$ cat config.mk
export PLATFORM = sky130hd
export DESIGN_NAME = dbchecker_ctrl_arbiter
export DESIGN_NICKNAME = d
export VERILOG_FILES = /design/src/rtl/dbchecker_pkg.sv /design/src/rtl/axil_rr_arb2.sv /design/src/rtl/dbchecker_ctrl_arbiter.sv
export SDC_FILE = /design/constraint.sdc
export NUM_CORES = 1
export LEC_CHECK = 0
export ABC_AREA = 1
export BUFFER_PORTS_ARGS = -buffer_cell sky130_fd_sc_hd__buf_2
export CAP_MARGIN = 15
export CORE_AREA = 2 2 182 184
export DETAILED_ROUTE_END_ITERATION = 8
export DIE_AREA = 0 0 184 186
export SYNTH_ARGS = -nofsm -noshare
export SYNTH_HDL_FRONTEND = slang
export SYNTH_SLANG_ARGS = --single-unit
$ cat constraint.sdc
create_clock -name clk -period 4 [get_ports clk]
set_clock_uncertainty 0.05 [all_clocks]
set_input_delay 0 -clock clk [delete_from_list [all_inputs] [get_ports clk]]
set_output_delay 0 -clock clk [all_outputs]
set_load 0.01 [all_outputs]
$ cat src/rtl/dbchecker_pkg.sv
// Shared definitions for the DBChecker control-port arbiter.
//   RESP_OKAY / RESP_SLVERR : AXI-Lite response codes
//   arb_state_t             : transaction FSM state encoding
package dbchecker_pkg;

  localparam logic [1:0] RESP_OKAY   = 2'b00;
  localparam logic [1:0] RESP_SLVERR = 2'b10;

  typedef enum logic [3:0] {
    ST_IDLE,
    ST_WR_FWD,
    ST_WR_RESP,
    ST_RD_FWD,
    ST_RD_RESP,
    ST_DENY_WA,
    ST_DENY_B,
    ST_DENY_RA,
    ST_DENY_R
  } arb_state_t;

endpackage

$ cat src/rtl/axil_rr_arb2.sv
// Two-way round-robin pick with pointer register.
//   clk, rst_n : clock, async active-low reset (pointer -> requester 0)
//   req        : request vector, bit N = requester N
//   take       : a grant is being taken this cycle (pointer advances if any req)
//   pick       : requester chosen: the first requesting one at or after the pointer
module axil_rr_arb2 (
  input  logic       clk,
  input  logic       rst_n,
  input  logic [1:0] req,
  input  logic       take,
  output logic       pick
);

  logic ptr;

  always_comb begin
    pick = req[ptr] ? ptr : ~ptr;
  end

  // After a grant the other requester gets priority, giving equal service under saturation.
  always_ff @(posedge clk or negedge rst_n) begin
    if (!rst_n) begin
      ptr <= 1'b0;
    end else if (take && (|req)) begin
      ptr <= ~pick;
    end
  end

endmodule

$ cat src/rtl/dbchecker_ctrl_arbiter.sv
// Shares the DBChecker AXI-Lite control port between requester 0 (host) and
// requester 1 (untrusted). One transaction in flight; round-robin grant.
// Requester-1 accesses outside its window are answered locally with SLVERR.
//   clk, rst_n       : clock, async active-low reset
//   s0_axil_* / s1_* : AXI-Lite slave ports for requesters 0 and 1
//   m_axil_*         : AXI-Lite master port towards DBChecker s_axil_ctrl
//   deny_pulse       : one cycle high per denied requester-1 access
//   deny_cnt         : saturating count of denied requester-1 accesses
//
// state       | meaning
// ------------+-------------------------------------------------------
// ST_IDLE     | no transaction; pick a requester and classify its access
// ST_WR_FWD   | forwarding AW and W of granted requester until both done
// ST_WR_RESP  | forwarding B back to granted requester
// ST_RD_FWD   | forwarding AR of granted requester
// ST_RD_RESP  | forwarding R back to granted requester
// ST_DENY_WA  | accept denied s1 AW+W locally (one cycle)
// ST_DENY_B   | local SLVERR write response to s1
// ST_DENY_RA  | accept denied s1 AR locally (one cycle)
// ST_DENY_R   | local SLVERR read response (data 0) to s1
module dbchecker_ctrl_arbiter
  import dbchecker_pkg::*;
#(
  parameter int                 ADDR_W  = 32,
  parameter int                 DATA_W  = 32,
  parameter logic [ADDR_W-1:0]  S1_BASE = ADDR_W'(32'h0000_0100),
  parameter logic [ADDR_W-1:0]  S1_MASK = ADDR_W'(32'hFFFF_FF00),
  parameter int                 CNT_W   = 16
) (
  input  logic                clk,
  input  logic                rst_n,
  // requester 0
  input  logic                s0_axil_awvalid,
  input  logic [ADDR_W-1:0]   s0_axil_awaddr,
  input  logic [2:0]          s0_axil_awprot,
  output logic                s0_axil_awready,
  input  logic                s0_axil_wvalid,
  input  logic [DATA_W-1:0]   s0_axil_wdata,
  input  logic [DATA_W/8-1:0] s0_axil_wstrb,
  output logic                s0_axil_wready,
  output logic                s0_axil_bvalid,
  output logic [1:0]          s0_axil_bresp,
  input  logic                s0_axil_bready,
  input  logic                s0_axil_arvalid,
  input  logic [ADDR_W-1:0]   s0_axil_araddr,
  input  logic [2:0]          s0_axil_arprot,
  output logic                s0_axil_arready,
  output logic                s0_axil_rvalid,
  output logic [DATA_W-1:0]   s0_axil_rdata,
  output logic [1:0]          s0_axil_rresp,
  input  logic                s0_axil_rready,
  // requester 1
  input  logic                s1_axil_awvalid,
  input  logic [ADDR_W-1:0]   s1_axil_awaddr,
  input  logic [2:0]          s1_axil_awprot,
  output logic                s1_axil_awready,
  input  logic                s1_axil_wvalid,
  input  logic [DATA_W-1:0]   s1_axil_wdata,
  input  logic [DATA_W/8-1:0] s1_axil_wstrb,
  output logic                s1_axil_wready,
  output logic                s1_axil_bvalid,
  output logic [1:0]          s1_axil_bresp,
  input  logic                s1_axil_bready,
  input  logic                s1_axil_arvalid,
  input  logic [ADDR_W-1:0]   s1_axil_araddr,
  input  logic [2:0]          s1_axil_arprot,
  output logic                s1_axil_arready,
  output logic                s1_axil_rvalid,
  output logic [DATA_W-1:0]   s1_axil_rdata,
  output logic [1:0]          s1_axil_rresp,
  input  logic                s1_axil_rready,
  // downstream master
  output logic                m_axil_awvalid,
  output logic [ADDR_W-1:0]   m_axil_awaddr,
  output logic [2:0]          m_axil_awprot,
  input  logic                m_axil_awready,
  output logic                m_axil_wvalid,
  output logic [DATA_W-1:0]   m_axil_wdata,
  output logic [DATA_W/8-1:0] m_axil_wstrb,
  input  logic                m_axil_wready,
  input  logic                m_axil_bvalid,
  input  logic [1:0]          m_axil_bresp,
  output logic                m_axil_bready,
  output logic                m_axil_arvalid,
  output logic [ADDR_W-1:0]   m_axil_araddr,
  output logic [2:0]          m_axil_arprot,
  input  logic                m_axil_arready,
  input  logic                m_axil_rvalid,
  input  logic [DATA_W-1:0]   m_axil_rdata,
  input  logic [1:0]          m_axil_rresp,
  output logic                m_axil_rready,
  // deny reporting
  output logic                deny_pulse,
  output logic [CNT_W-1:0]    deny_cnt
);

  arb_state_t state;
  logic       grant;
  logic       aw_done;
  logic       w_done;
  logic       pick;

  logic [1:0] wr_req, rd_req, req;
  logic       s1_aw_hit, s1_ar_hit;
  logic       aw_hs, w_hs;

  // requester-indexed views of the slave ports
  logic [1:0]          s_awvalid, s_wvalid, s_bready, s_arvalid, s_rready;
  logic [ADDR_W-1:0]   s_awaddr [2];
  logic [ADDR_W-1:0]   s_araddr [2];
  logic [2:0]          s_awprot [2];
  logic [2:0]          s_arprot [2];
  logic [DATA_W-1:0]   s_wdata  [2];
  logic [DATA_W/8-1:0] s_wstrb  [2];

  logic [1:0]          s_awready, s_wready, s_bvalid, s_arready, s_rvalid;
  logic [1:0]          s_bresp  [2];
  logic [1:0]          s_rresp  [2];
  logic [DATA_W-1:0]   s_rdata  [2];

  assign s_awvalid   = {s1_axil_awvalid, s0_axil_awvalid};
  assign s_wvalid    = {s1_axil_wvalid,  s0_axil_wvalid};
  assign s_bready    = {s1_axil_bready,  s0_axil_bready};
  assign s_arvalid   = {s1_axil_arvalid, s0_axil_arvalid};
  assign s_rready    = {s1_axil_rready,  s0_axil_rready};
  assign s_awaddr[0] = s0_axil_awaddr;
  assign s_awaddr[1] = s1_axil_awaddr;
  assign s_araddr[0] = s0_axil_araddr;
  assign s_araddr[1] = s1_axil_araddr;
  assign s_awprot[0] = s0_axil_awprot;
  assign s_awprot[1] = s1_axil_awprot;
  assign s_arprot[0] = s0_axil_arprot;
  assign s_arprot[1] = s1_axil_arprot;
  assign s_wdata[0]  = s0_axil_wdata;
  assign s_wdata[1]  = s1_axil_wdata;
  assign s_wstrb[0]  = s0_axil_wstrb;
  assign s_wstrb[1]  = s1_axil_wstrb;

  assign s0_axil_awready = s_awready[0];
  assign s1_axil_awready = s_awready[1];
  assign s0_axil_wready  = s_wready[0];
  assign s1_axil_wready  = s_wready[1];
  assign s0_axil_bvalid  = s_bvalid[0];
  assign s1_axil_bvalid  = s_bvalid[1];
  assign s0_axil_bresp   = s_bresp[0];
  assign s1_axil_bresp   = s_bresp[1];
  assign s0_axil_arready = s_arready[0];
  assign s1_axil_arready = s_arready[1];
  assign s0_axil_rvalid  = s_rvalid[0];
  assign s1_axil_rvalid  = s_rvalid[1];
  assign s0_axil_rdata   = s_rdata[0];
  assign s1_axil_rdata   = s_rdata[1];
  assign s0_axil_rresp   = s_rresp[0];
  assign s1_axil_rresp   = s_rresp[1];

  // Write needs both AW and W present; a write beats a read from the same requester.
  assign wr_req = s_awvalid & s_wvalid;
  assign rd_req = s_arvalid;
  assign req    = wr_req | rd_req;

  assign s1_aw_hit = (s1_axil_awaddr & S1_MASK) == S1_BASE;
  assign s1_ar_hit = (s1_axil_araddr & S1_MASK) == S1_BASE;

  axil_rr_arb2 u_rr (
    .clk   (clk),
    .rst_n (rst_n),
    .req   (req),
    .take  (state == ST_IDLE),
    .pick  (pick)
  );

  // Payload always follows the granted requester; only valids/readies are gated.
  assign m_axil_awaddr = s_awaddr[grant];
  assign m_axil_awprot = s_awprot[grant];
  assign m_axil_wdata  = s_wdata[grant];
  assign m_axil_wstrb  = s_wstrb[grant];
  assign m_axil_araddr = s_araddr[grant];
  assign m_axil_arprot = s_arprot[grant];

  assign aw_hs = m_axil_awvalid & m_axil_awready;
  assign w_hs  = m_axil_wvalid  & m_axil_wready;

  always_comb begin
    m_axil_awvalid = 1'b0;
    m_axil_wvalid  = 1'b0;
    m_axil_bready  = 1'b0;
    m_axil_arvalid = 1'b0;
    m_axil_rready  = 1'b0;
    s_awready      = 2'b00;
    s_wready       = 2'b00;
    s_bvalid       = 2'b00;
    s_arready      = 2'b00;
    s_rvalid       = 2'b00;
    s_bresp[0]     = RESP_OKAY;
    s_bresp[1]     = RESP_OKAY;
    s_rresp[0]     = RESP_OKAY;
    s_rresp[1]     = RESP_OKAY;
    s_rdata[0]     = '0;
    s_rdata[1]     = '0;
    unique case (state)
      ST_WR_FWD: begin
        // done flags stop a second AW/W beat if the requester holds valid after its handshake
        m_axil_awvalid   = s_awvalid[grant] & ~aw_done;
        m_axil_wvalid    = s_wvalid[grant]  & ~w_done;
        s_awready[grant] = m_axil_awready & ~aw_done;
        s_wready[grant]  = m_axil_wready  & ~w_done;
      end
      ST_WR_RESP: begin
        m_axil_bready   = s_bready[grant];
        s_bvalid[grant] = m_axil_bvalid;
        s_bresp[grant]  = m_axil_bresp;
      end
      ST_RD_FWD: begin
        m_axil_arvalid   = s_arvalid[grant];
        s_arready[grant] = m_axil_arready;
      end
      ST_RD_RESP: begin
        m_axil_rready   = s_rready[grant];
        s_rvalid[grant] = m_axil_rvalid;
        s_rdata[grant]  = m_axil_rdata;
        s_rresp[grant]  = m_axil_rresp;
      end
      ST_DENY_WA: begin
        s_awready[1] = 1'b1;
        s_wready[1]  = 1'b1;
      end
      ST_DENY_B: begin
        s_bvalid[1] = 1'b1;
        s_bresp[1]  = RESP_SLVERR;
      end
      ST_DENY_RA: begin
        s_arready[1] = 1'b1;
      end
      ST_DENY_R: begin
        s_rvalid[1] = 1'b1;
        s_rresp[1]  = RESP_SLVERR;
      end
      default: ;
    endcase
  end

  always_ff @(posedge clk or negedge rst_n) begin
    if (!rst_n) begin
      state      <= ST_IDLE;
      grant      <= 1'b0;
      aw_done    <= 1'b0;
      w_done     <= 1'b0;
      deny_pulse <= 1'b0;
      deny_cnt   <= '0;
    end else begin
      deny_pulse <= 1'b0;
      if ((state == ST_DENY_WA || state == ST_DENY_RA) && (deny_cnt != '1)) begin
        deny_cnt <= deny_cnt + CNT_W'(1);
      end
      unique case (state)
        ST_IDLE: begin
          aw_done <= 1'b0;
          w_done  <= 1'b0;
          if (|req) begin
            grant <= pick;
            if (wr_req[pick]) begin
              if (pick && !s1_aw_hit) begin
                state      <= ST_DENY_WA;
                deny_pulse <= 1'b1;
              end else begin
                state <= ST_WR_FWD;
              end
            end else begin
              if (pick && !s1_ar_hit) begin
                state      <= ST_DENY_RA;
                deny_pulse <= 1'b1;
              end else begin
                state <= ST_RD_FWD;
              end
            end
          end
        end
        ST_WR_FWD: begin
          if (aw_hs) aw_done <= 1'b1;
          if (w_hs)  w_done  <= 1'b1;
          if ((aw_done || aw_hs) && (w_done || w_hs)) state <= ST_WR_RESP;
        end
        ST_WR_RESP: if (m_axil_bvalid && s_bready[grant])   state <= ST_IDLE;
        ST_RD_FWD:  if (s_arvalid[grant] && m_axil_arready) state <= ST_RD_RESP;
        ST_RD_RESP: if (m_axil_rvalid && s_rready[grant])   state <= ST_IDLE;
        ST_DENY_WA: state <= ST_DENY_B;
        ST_DENY_B:  if (s_bready[1]) state <= ST_IDLE;
        ST_DENY_RA: state <= ST_DENY_R;
        ST_DENY_R:  if (s_rready[1]) state <= ST_IDLE;
        default:    state <= ST_IDLE;
      endcase
    end
  end

endmodule

==> results.txt <==
Status -> complete, no violations
Worst Path Required -> 3.95 ns
WL/cell -> 12.9 µm
Synth warnings -> 0
GP Congestion -> 0.830
Setup crit end kind -> primary output
Layout area overhead -> 76.7%
Row count -> 66
Die X -> 184 µm
Slew HR -> 0.350
Ports -> 475
Postcts setup bufs -> 0
H-Tree Depth -> 1
Routed wire length -> 20.9 mm
Clk_lat worst skew -> 0.26 ns
Worst Tran Pin Value -> 0.975 ns
IO buf count -> 474
Final Setup Violations -> 0
GRT Resource Usage Total -> 0.106
Post-synth cell types -> 34
Largest net degree at the start of global routing -> 90
Vias in the first global route -> 5383
Share of layout cells above drive strength 1 -> 0.415
Critical Path Source Type -> flip-flop
DP HPWL -> 17.8 mm
Worst Path Max Fanout -> 81
Drc violations -> 0
First-pass GRT wire length -> 28.0 mm
Setup tns final -> 0 ns
Maximum vdd drop -> 0.000227 V
Worst setup path category -> flip-flop to primary output
Final instance area -> 6560 µm²
Syn_nets -> 1024
CTS sink cnt -> 25
CTS max path bufs -> 2
Remaining global-route overflow -> 0
Final Max Tran Viols -> 0
Detailed Routing Iterations Pass 1 -> 8
Seq/Total Area, Yosys -> 0.169
Power Density -> 454 nW/µm²
Placed inst area -> 6440 µm²
FF+latch count, synth -> 25
Total CTS buffers -> 3
Die area -> 34200 µm²
Mapped cell area -> 3710 µm²
Max Freq -> 0.404 GHz
Register clock-pin slew on the reported worst setup and hold paths -> 0.06 ns
Hold crit path type -> primary input to flip-flop
Average cell area after synthesis -> 4.90 µm²
Arr. time, crit path -> 2.43 ns
Clk Tree Root Cell -> clkbuf_16
Final worst path period need -> 2.48 ns
DR iter-0 viols -> 402
Initial antenna violation count -> 2
# nets final -> 1474
Initial Utilization -> 0.115
Syn Inst Count -> 758
Hold Fails Final Rpt -> 0
RSZ-0062 raised after global routing -> false
Max cap viols -> 0
Period utilisation layout -> 0.619
Routed vias/inst -> 3.91
Lkg Pwr -> 4.38 nW
Die Ht -> 186 µm
Core area -> 32200 µm²
Final ANT Viol Nets -> 0
CTS tree -> built
Via count -> 6317
-- cells by family after synthesis --
group | synth area share
fa+ha+maj | 0.00337
buf+inv | 0.145
compound gates | 0.0654
flops | 0.169
xor+xnor | 0.0307
simple gates | 0.587
-- report_power, final --
part           leakage (nW)  total, mW  internal [mW]  switching [mW]
clock network        0.0409      0.231          0.135          0.0957
logic                  4.00       2.36          0.823            1.54
registers             0.333      0.390          0.310          0.0795
-- cell type report --
type,instances,area (µm²)
clock inverter,1,5.00
fill,3706,25600
timing repair buffer,479,2420
antenna,2,5.00
sequential,25,629
tap,408,510
inverter,98,370
clock buffer,3,75.1
multi-input combinational,601,2550
-- cell usage after synthesis (all sizes together) --
master | instances | area [µm²]
nor2 | 129 | 517
and3 | 1 | 6.26
xor2 | 7 | 61.3
buf | 22 | 126
o41ai | 1 | 16.3
xnor2 | 6 | 52.6
nand3 | 21 | 115
o21a | 1 | 7.51
nor3 | 10 | 61.3
nand2 | 374 | 1420
nand3b | 1 | 7.51
nor4 | 1 | 6.26
a31oi | 1 | 6.26
clkbuf | 12 | 45.0
ha | 1 | 12.5
dfrtp | 25 | 626
o31ai | 4 | 30.0
o21ai | 33 | 165
nand4 | 7 | 43.8
a21oi | 2 | 10.0
inv | 98 | 368
o211ai | 1 | 7.51
-- path summary, 6_finish.rpt --
path | from | to | slack, ns | cells after the start
worst min register to register | deny_cnt[10] | deny_cnt[10] | 0.48 | 1
worst max register to register | grant | state[2] | 1.95 | 10
min in group asynchronous | rst_n | deny_cnt[10] | 0.23 | 2
worst max-delay path | grant | m_axil_arprot[2] | 1.52 | 5
max in group asynchronous | rst_n | grant | 3.21 | 2
worst min-delay path | s1_axil_rready | state[3] | 0.03 | 4
-- cells in the final DEF (no fill, tap or decap), drive strengths merged --
cell type / count
buf: 476
nand2: 374
nor2: 129
inv: 98
o21ai: 33
dfrtp: 25
nand3: 21
nor3: 10
nand4: 7
xor2: 7
xnor2: 6
o31ai: 4
clkbuf: 3
dlygate4sd3: 3
diode: 2
a21oi: 2
o41ai: 1
nand3b: 1
nor4: 1
and3: 1
o211ai: 1
o21a: 1
a31oi: 1
ha: 1
clkinv: 1
-- worst max-delay path, cell delays in order (launching register included) --
cell	delay, ns
dfrtp_4	0.52
inv_4	0.53
buf_4	0.61
nand2_1	0.12
nand2_1	0.11
buf_2	0.14
-- sequential cells by signal, indices dropped and copies added, names as in the netlist --
signal      flops
deny_cnt       16
state           4
u_rr.ptr        1
grant           1
aw_done         1
deny_pulse      1
w_done          1
-- through the flow --
step                power (mW)   util  setup WS (ns)  std cells  hold slack [ns]
floorplan                 1.79      -           2.50        758           -0.346
global placement          2.73  0.200           1.89       1608        -0.000686
detailed placement        2.75  0.200           1.83       1608          0.00409
CTS                       2.99  0.204           1.55       1615           0.0173
global route              3.28  0.204           1.35       1616           0.0502
finish                    2.98  0.204           1.52       1617           0.0313
-- metal layers --
metal / global-route usage / wire, µm / vias to the layer above
met1: 0.133 / 8460 / 2746
li1: - / - / 3156
met2: 0.187 / 10100 / 383
met3: 0.0135 / 1640 / 30
met4: 0.0326 / 583 / 2
met5: 0 / 13 / -
-- repair_timing --
item | in CTS | in global routing
hold buffers | 3 | 0
endpoints found under the hold margin | 27 | 0
resized for setup | 0 | 0
No activity file was read; power rests on OpenSTA's default activity.
